[src/rtl/div_unit.sv]
// div_unit: multi-cycle restoring integer divider for the execute stage.
// Implements MIPS DIV (signed) and DIVU (unsigned): quotient goes to lo_o and
// remainder goes to hi_o. The unit takes WIDTH iterations plus one
// sign-correction cycle. It holds the pipeline through stallE while it works.
//
// Ports:
//   clk     - clock, rising edge
//   rst     - asynchronous active-high reset
//   startE  - a DIV/DIVU instruction is in the E stage
//   signedE - 1 = DIV (two's complement), 0 = DIVU
//   srcaE   - dividend (forwarded)
//   srcbE   - divisor (forwarded)
//   flushE  - E-stage flush, abandons any operation
//   stallE  - stall request to the hazard unit (combinational)
//   ready   - one-cycle pulse while the result is being written
//   busy    - unit is not idle
//   hi_o    - remainder of the last completed division
//   lo_o    - quotient of the last completed division
module div_unit #(
    parameter int WIDTH = 32
) (
    input  logic             clk,
    input  logic             rst,
    input  logic             startE,
    input  logic             signedE,
    input  logic [WIDTH-1:0] srcaE,
    input  logic [WIDTH-1:0] srcbE,
    input  logic             flushE,
    output logic             stallE,
    output logic             ready,
    output logic             busy,
    output logic [WIDTH-1:0] hi_o,
    output logic [WIDTH-1:0] lo_o
);

    localparam int CW = $clog2(WIDTH);
    localparam logic [CW-1:0] LAST_STEP = CW'(WIDTH - 1);
    localparam logic [CW-1:0] CNT_ONE   = CW'(1);

    typedef enum logic [1:0] {
        IDLE = 2'd0,
        BUSY = 2'd1,
        DONE = 2'd2
    } state_t;

    state_t           state_r;
    state_t           state_next_s;
    logic [WIDTH-1:0] rem_r;
    logic [WIDTH-1:0] quo_r;
    logic [WIDTH-1:0] dvs_r;
    logic [CW-1:0]    cnt_r;
    logic             qneg_r;
    logic             rneg_r;

    logic             accept_s;
    logic             div_zero_s;
    logic             last_step_s;
    logic [WIDTH-1:0] a_abs_s;
    logic [WIDTH-1:0] b_abs_s;
    logic [WIDTH:0]   rem_sh_s;
    logic [WIDTH:0]   trial_s;

    // Two's complement negation at operand width.
    function automatic logic [WIDTH-1:0] negate(input logic [WIDTH-1:0] v);
        return ~v + {{(WIDTH-1){1'b0}}, 1'b1};
    endfunction

    // Operand conditioning and the restoring-division trial subtraction.
    always_comb begin
        accept_s    = startE & ~flushE;
        div_zero_s  = (srcbE == {WIDTH{1'b0}});
        last_step_s = (cnt_r == LAST_STEP);
        if (signedE && srcaE[WIDTH-1]) begin
            a_abs_s = negate(srcaE);
        end else begin
            a_abs_s = srcaE;
        end
        if (signedE && srcbE[WIDTH-1]) begin
            b_abs_s = negate(srcbE);
        end else begin
            b_abs_s = srcbE;
        end
        // Shift {rem, quo} left by one: the quotient MSB enters the remainder.
        rem_sh_s = {rem_r, quo_r[WIDTH-1]};
        // The remainder is always below the divisor, so bit WIDTH of the
        // difference is a reliable borrow (negative) flag.
        trial_s  = rem_sh_s - {1'b0, dvs_r};
    end

    // Next-state and handshake outputs.
    always_comb begin
        state_next_s = state_r;
        case (state_r)
            IDLE: begin
                if (accept_s) begin
                    if (div_zero_s) begin
                        state_next_s = DONE;
                    end else begin
                        state_next_s = BUSY;
                    end
                end else begin
                    state_next_s = IDLE;
                end
            end
            BUSY: begin
                if (flushE) begin
                    state_next_s = IDLE;
                end else if (last_step_s) begin
                    state_next_s = DONE;
                end else begin
                    state_next_s = BUSY;
                end
            end
            // startE is ignored here: it is still the same instruction.
            DONE:    state_next_s = IDLE;
            default: state_next_s = IDLE;
        endcase
        stallE = ((state_r == IDLE) & accept_s) | (state_r == BUSY);
        ready  = (state_r == DONE) & ~flushE;
        busy   = (state_r != IDLE);
    end

    // State register.
    always_ff @(posedge clk or posedge rst) begin
        if (rst) begin
            state_r <= IDLE;
        end else begin
            state_r <= state_next_s;
        end
    end

    // Datapath: operand capture, iteration, and sign-corrected result write.
    always_ff @(posedge clk or posedge rst) begin
        if (rst) begin
            rem_r  <= {WIDTH{1'b0}};
            quo_r  <= {WIDTH{1'b0}};
            dvs_r  <= {WIDTH{1'b0}};
            cnt_r  <= {CW{1'b0}};
            qneg_r <= 1'b0;
            rneg_r <= 1'b0;
            hi_o   <= {WIDTH{1'b0}};
            lo_o   <= {WIDTH{1'b0}};
        end else begin
            case (state_r)
                IDLE: begin
                    if (accept_s) begin
                        cnt_r <= {CW{1'b0}};
                        if (div_zero_s) begin
                            // Result is fixed: all-ones quotient, raw dividend
                            // as remainder, no sign correction.
                            quo_r  <= {WIDTH{1'b1}};
                            rem_r  <= srcaE;
                            dvs_r  <= {WIDTH{1'b0}};
                            qneg_r <= 1'b0;
                            rneg_r <= 1'b0;
                        end else begin
                            quo_r  <= a_abs_s;
                            rem_r  <= {WIDTH{1'b0}};
                            dvs_r  <= b_abs_s;
                            qneg_r <= signedE & (srcaE[WIDTH-1] ^ srcbE[WIDTH-1]);
                            rneg_r <= signedE & srcaE[WIDTH-1];
                        end
                    end
                end
                BUSY: begin
                    if (trial_s[WIDTH]) begin
                        rem_r <= rem_sh_s[WIDTH-1:0];
                    end else begin
                        rem_r <= trial_s[WIDTH-1:0];
                    end
                    quo_r <= {quo_r[WIDTH-2:0], ~trial_s[WIDTH]};
                    cnt_r <= cnt_r + CNT_ONE;
                end
                DONE: begin
                    if (!flushE) begin
                        lo_o <= qneg_r ? negate(quo_r) : quo_r;
                        hi_o <= rneg_r ? negate(rem_r) : rem_r;
                    end
                end
                default: begin
                    cnt_r <= {CW{1'b0}};
                end
            endcase
        end
    end

endmodule

[config.mk]
export PLATFORM = sky130hd
export DESIGN_NAME = div_unit
export DESIGN_NICKNAME = d
export VERILOG_FILES = /design/src/rtl/div_unit.sv
export SDC_FILE = /design/constraint.sdc
export NUM_CORES = 1
export LEC_CHECK = 0
export ABC_AREA = 1
export CAP_MARGIN = 40
export CELL_PAD_IN_SITES_DETAIL_PLACEMENT = 0
export CELL_PAD_IN_SITES_GLOBAL_PLACEMENT = 1
export CORE_MARGIN = 1
export CORE_UTILIZATION = 38
export DETAILED_ROUTE_END_ITERATION = 10
export PLACE_DENSITY_LB_ADDON = 0.12
export SLEW_MARGIN = 15
export SYNTH_ARGS = -nofsm -noshare
export SYNTH_HDL_FRONTEND = slang
export SYNTH_SLANG_ARGS = --single-unit
[constraint.sdc]
create_clock -name clk -period 6.1 [get_ports clk]
set_clock_uncertainty 0.15 [all_clocks]
set_input_delay 1.22 -clock clk [delete_from_list [all_inputs] [get_ports clk]]
set_output_delay 1.22 -clock clk [all_outputs]
set_load 0.005 [all_outputs]
==> out/summary.md <==
Run status
* result of the run: finished clean

Global routing
* antenna violations before repair: 0
* GRT overflow: 0
* largest net degree at the start of global routing: 70
* total global-route track usage: 26.0%
* vias in the first global route: 12599
* global-route wire length before repair: 71.7 mm

Timing
* worst-margin pin slew: 0.827 ns
* setup TNS after final layout: 0 ns
* unrepaired setup endpoints after global routing: no
* portion of the clock cycle consumed by the worst path in the final layout: 67.7%
* final hold violation count: 0
* final setup vio count: 0
* number of pins with negative max-slew slack in the final report: 0
* headroom to the max-slew limit: 44.9%
* time the worst path needs with I/O delays and setup: 4.13 ns
* Highest Clock Rate: 242 MHz

Synth
* Gate Count Post-Synth: 2054
* number of synthesized register bits: 169
* commonest cells in the netlist: sky130_fd_sc_hd__nand2_1 (607), sky130_fd_sc_hd__inv_1 (317), sky130_fd_sc_hd__nor2_1 (193)
* yosys synthesis warning count: 0
* number of library cell types mapped by synthesis: 52
* biggest area contributors in the synthesized netlist: sky130_fd_sc_hd__dfrtp_1 (31%), sky130_fd_sc_hd__nand2_1 (17%), sky130_fd_sc_hd__inv_1 (8.8%)
* async set-or-reset flop fraction in the synthesized netlist: 100%
* area share of the largest cell type after synthesis: 31.3%
* Main synth FF type: sky130_fd_sc_hd__dfrtp_1
* cell type with the highest aggregate area in the netlist: sky130_fd_sc_hd__dfrtp_1
* post-synth design cell area: 13500 sq um
* EDFF count, synth: 0
* most instantiated library cell after synthesis: sky130_fd_sc_hd__nand2_1
* part of the Yosys area used for sequential elements: 31.3%
* per-instance average area after synthesis: 6.58 sq um
* net count of the mapped netlist: 2162

Worst setup path
* cell-by-cell listing of the critical path: clkdlybuf4s50_1, nor3_4, buf_4, clkdlybuf4s50_1
* category of the worst setup path launch point: input pin
* crit path kind: input pin to primary output
* most frequent cell on the critical path: sky130_fd_sc_hd__clkdlybuf4s50_1
* sort of element at the end of the critical path: primary output
* top fanout value on the critical path: 17
* required arrival time at the worst endpoint: 4.73 ns
* CP bufs+invs: 3
* slowest cell on the critical path: sky130_fd_sc_hd__clkdlybuf4s50_1
* arrival time reported for the critical path endpoint: 2.76 ns
* kind of cell with the highest combined delay on the critical path: buffers and inverters
* worst reg-to-reg setup slack: 3.04 ns
* highest cell delay on the worst timing path: 0.55 ns

Pwr
* Clock Power Share: 18.5%
* Static Leakage: 0.00798 uW
* share of total power in sequential cells: 28.2%
* internal power: 2940 uW
* fraction of power spent switching nets: 49.7%
* Logic pwr share: 53.3%
* net switching power: 2910 uW
* largest vdd supply drop: 227 uV
* power density relative to cell area: 369 nW/um^2

Floorplan
* die footprint: 36300 sq um
* Chip Width: 191 um
* core box area: 34800 sq um
* die span in y: 191 um
* initial standard-cell utilization of the core: 38.8%
* FP Rows: 68
* I/O Pins: 136

Clock network
* count of clock tree sinks: 169
* Num CTS Buffers: 17
* TritonCTS clock tree: built
* buffers inserted by post-CTS timing repair: 0
* worst-case clock buffer depth: 2
* number of buffers inserted for hold repair after clock tree synthesis: 0
* # H-tree levels: 4
* CTS root buf: sky130_fd_sc_hd__clkbuf_16
* clk_lat worst skew: 0.44 ns
* count of cells resized by post-cts repair: 0
* clock slew seen by the registers of the worst setup and hold paths: 0.07 ns

Routing
* via/cell ratio: 5.02
* DRC violation count after routing: 0
* post-route met1 wirelength: 22.1 mm
* highest layer used for signal routing: met4
* final antenna-violating net count: 0
* Detail Route met2 WL: 19.9 mm
* final WL: 45.7 mm
* Pre-Repair DR Iteration Count: 5
* count of vias placed by the detailed router: 13204
* count of routing violations after the opening detailed-route iteration: 764
* final routed wire length divided by cell count: 17.4 um
* total met3 wirelength after detailed routing: 1.90 mm

Cells and area
* count of antenna diodes in the layout: 0
* Final nets: 2269
* P&R area growth vs syn: 17.5%
* final core occ: 45.6%
* proportion of layout cells with a drive suffix above 1: 7.27%

Placed design
* final estimated routing congestion in global placement: 0.891
* post-DP HPWL: 36.6 mm
* number of port buffers: 135

Job
* max capacitance violation total: 0

Worst hold path
* worst hold path class: register to register

[registers in the layout, summed over array words and instances, names as in the netlist]
register	cells
cnt_r	5
state_r	2
hi_o	32
rem_r	32
dvs_r	32
quo_r	32
lo_o	32
qneg_r	1
rneg_r	1
[cells in the final DEF (no fill, tap or decap), drive strengths merged, types with 12 or more instances in the layout]
| cell type | synthesis | final |
|---|---|---|
| a21oi | 127 | 127 |
| nand2 | 625 | 625 |
| nor3 | 19 | 19 |
| o21ai | 162 | 162 |
| nor2 | 207 | 207 |
| nand4 | 21 | 21 |
| nand3 | 128 | 128 |
| clkdlybuf4s50 | 0 | 135 |
| buf | 19 | 14 |
| dfrtp | 169 | 169 |
| inv | 327 | 331 |
| xor2 | 88 | 88 |
| clkbuf | 42 | 20 |
| ha | 38 | 38 |
| o31ai | 12 | 12 |
| o22ai | 20 | 20 |
[tightest hold or removal path: cells and delay by family (launching register included)]
family / cells / cell delay [ns]
flops: 1 / 0.34
simple gates: 2 / 0.11
[metrics by stage]
step | total power [uW] | area (sq um) | setup slack [ns] | hold WS [ns] | cells
2_1_floorplan | 3830 | 13500 | 0.155 | 0.303 | 2054
3_3_place_gp | 4740 | 15200 | 2.00 | 0.312 | 2593
3_5_place_dp | 4770 | 15300 | 1.96 | 0.314 | 2596
4_1_cts | 5860 | 15800 | 1.97 | 0.333 | 2628
5_1_grt | 6400 | 15900 | 1.89 | 0.356 | 2629
6_report | 5850 | 15900 | 1.97 | 0.329 | 2629
[per-layer routing]
| layer | GRT usage, % | up-vias |
|---|---|---|
| met5 | 0 | - |
| met4 | 11.2 | 0 |
| met3 | 3.90 | 74 |
| met2 | 40.3 | 330 |
| met1 | 35.8 | 6083 |
| li1 | - | 6717 |
[worst paths after layout]
kind                       startpoint         to  cells past startpoint
max reg2reg                 quo_r[31]  rem_r[13]                     17
max in group asynchronous         rst   rem_r[0]                      4
min in group asynchronous         rst    lo_o[1]                      2
max                            flushE      ready                      4
min                          lo_o[28]   lo_o[28]                      2
min reg2reg                  lo_o[28]   lo_o[28]                      2
[cell type report]
class | instances | area [sq um]
repair buffers | 149 | 1530
clock buffers | 20 | 447
clock inverters | 12 | 118
inverters | 328 | 1240
flip-flops and latches | 169 | 4230
fillers | 3786 | 18900
multi-input cells | 1496 | 7750
well taps | 455 | 569
[power by group through the flow]
stage	Clock [uW]	Combinational (uW)	Sequential, uW
after floorplan	0	2320	1500
after global placement	0	3090	1650
after detailed placement	0	3110	1660
after CTS	1110	3120	1640
after global routing	1150	3570	1670
final	1080	3120	1650
[cell families after synthesis]
kind of cell | count (synthesis) | share of synthesized area [%]
buffers and inverters | 389 | 11.4
and+or+nand+nor | 1025 | 32.7
adders and majority gates | 39 | 3.67
AOI/OAI and AO/OA | 335 | 14.7
xor gates and xnor gates | 97 | 6.29
DFF | 169 | 31.3
(Power assumes the default switching activity.)
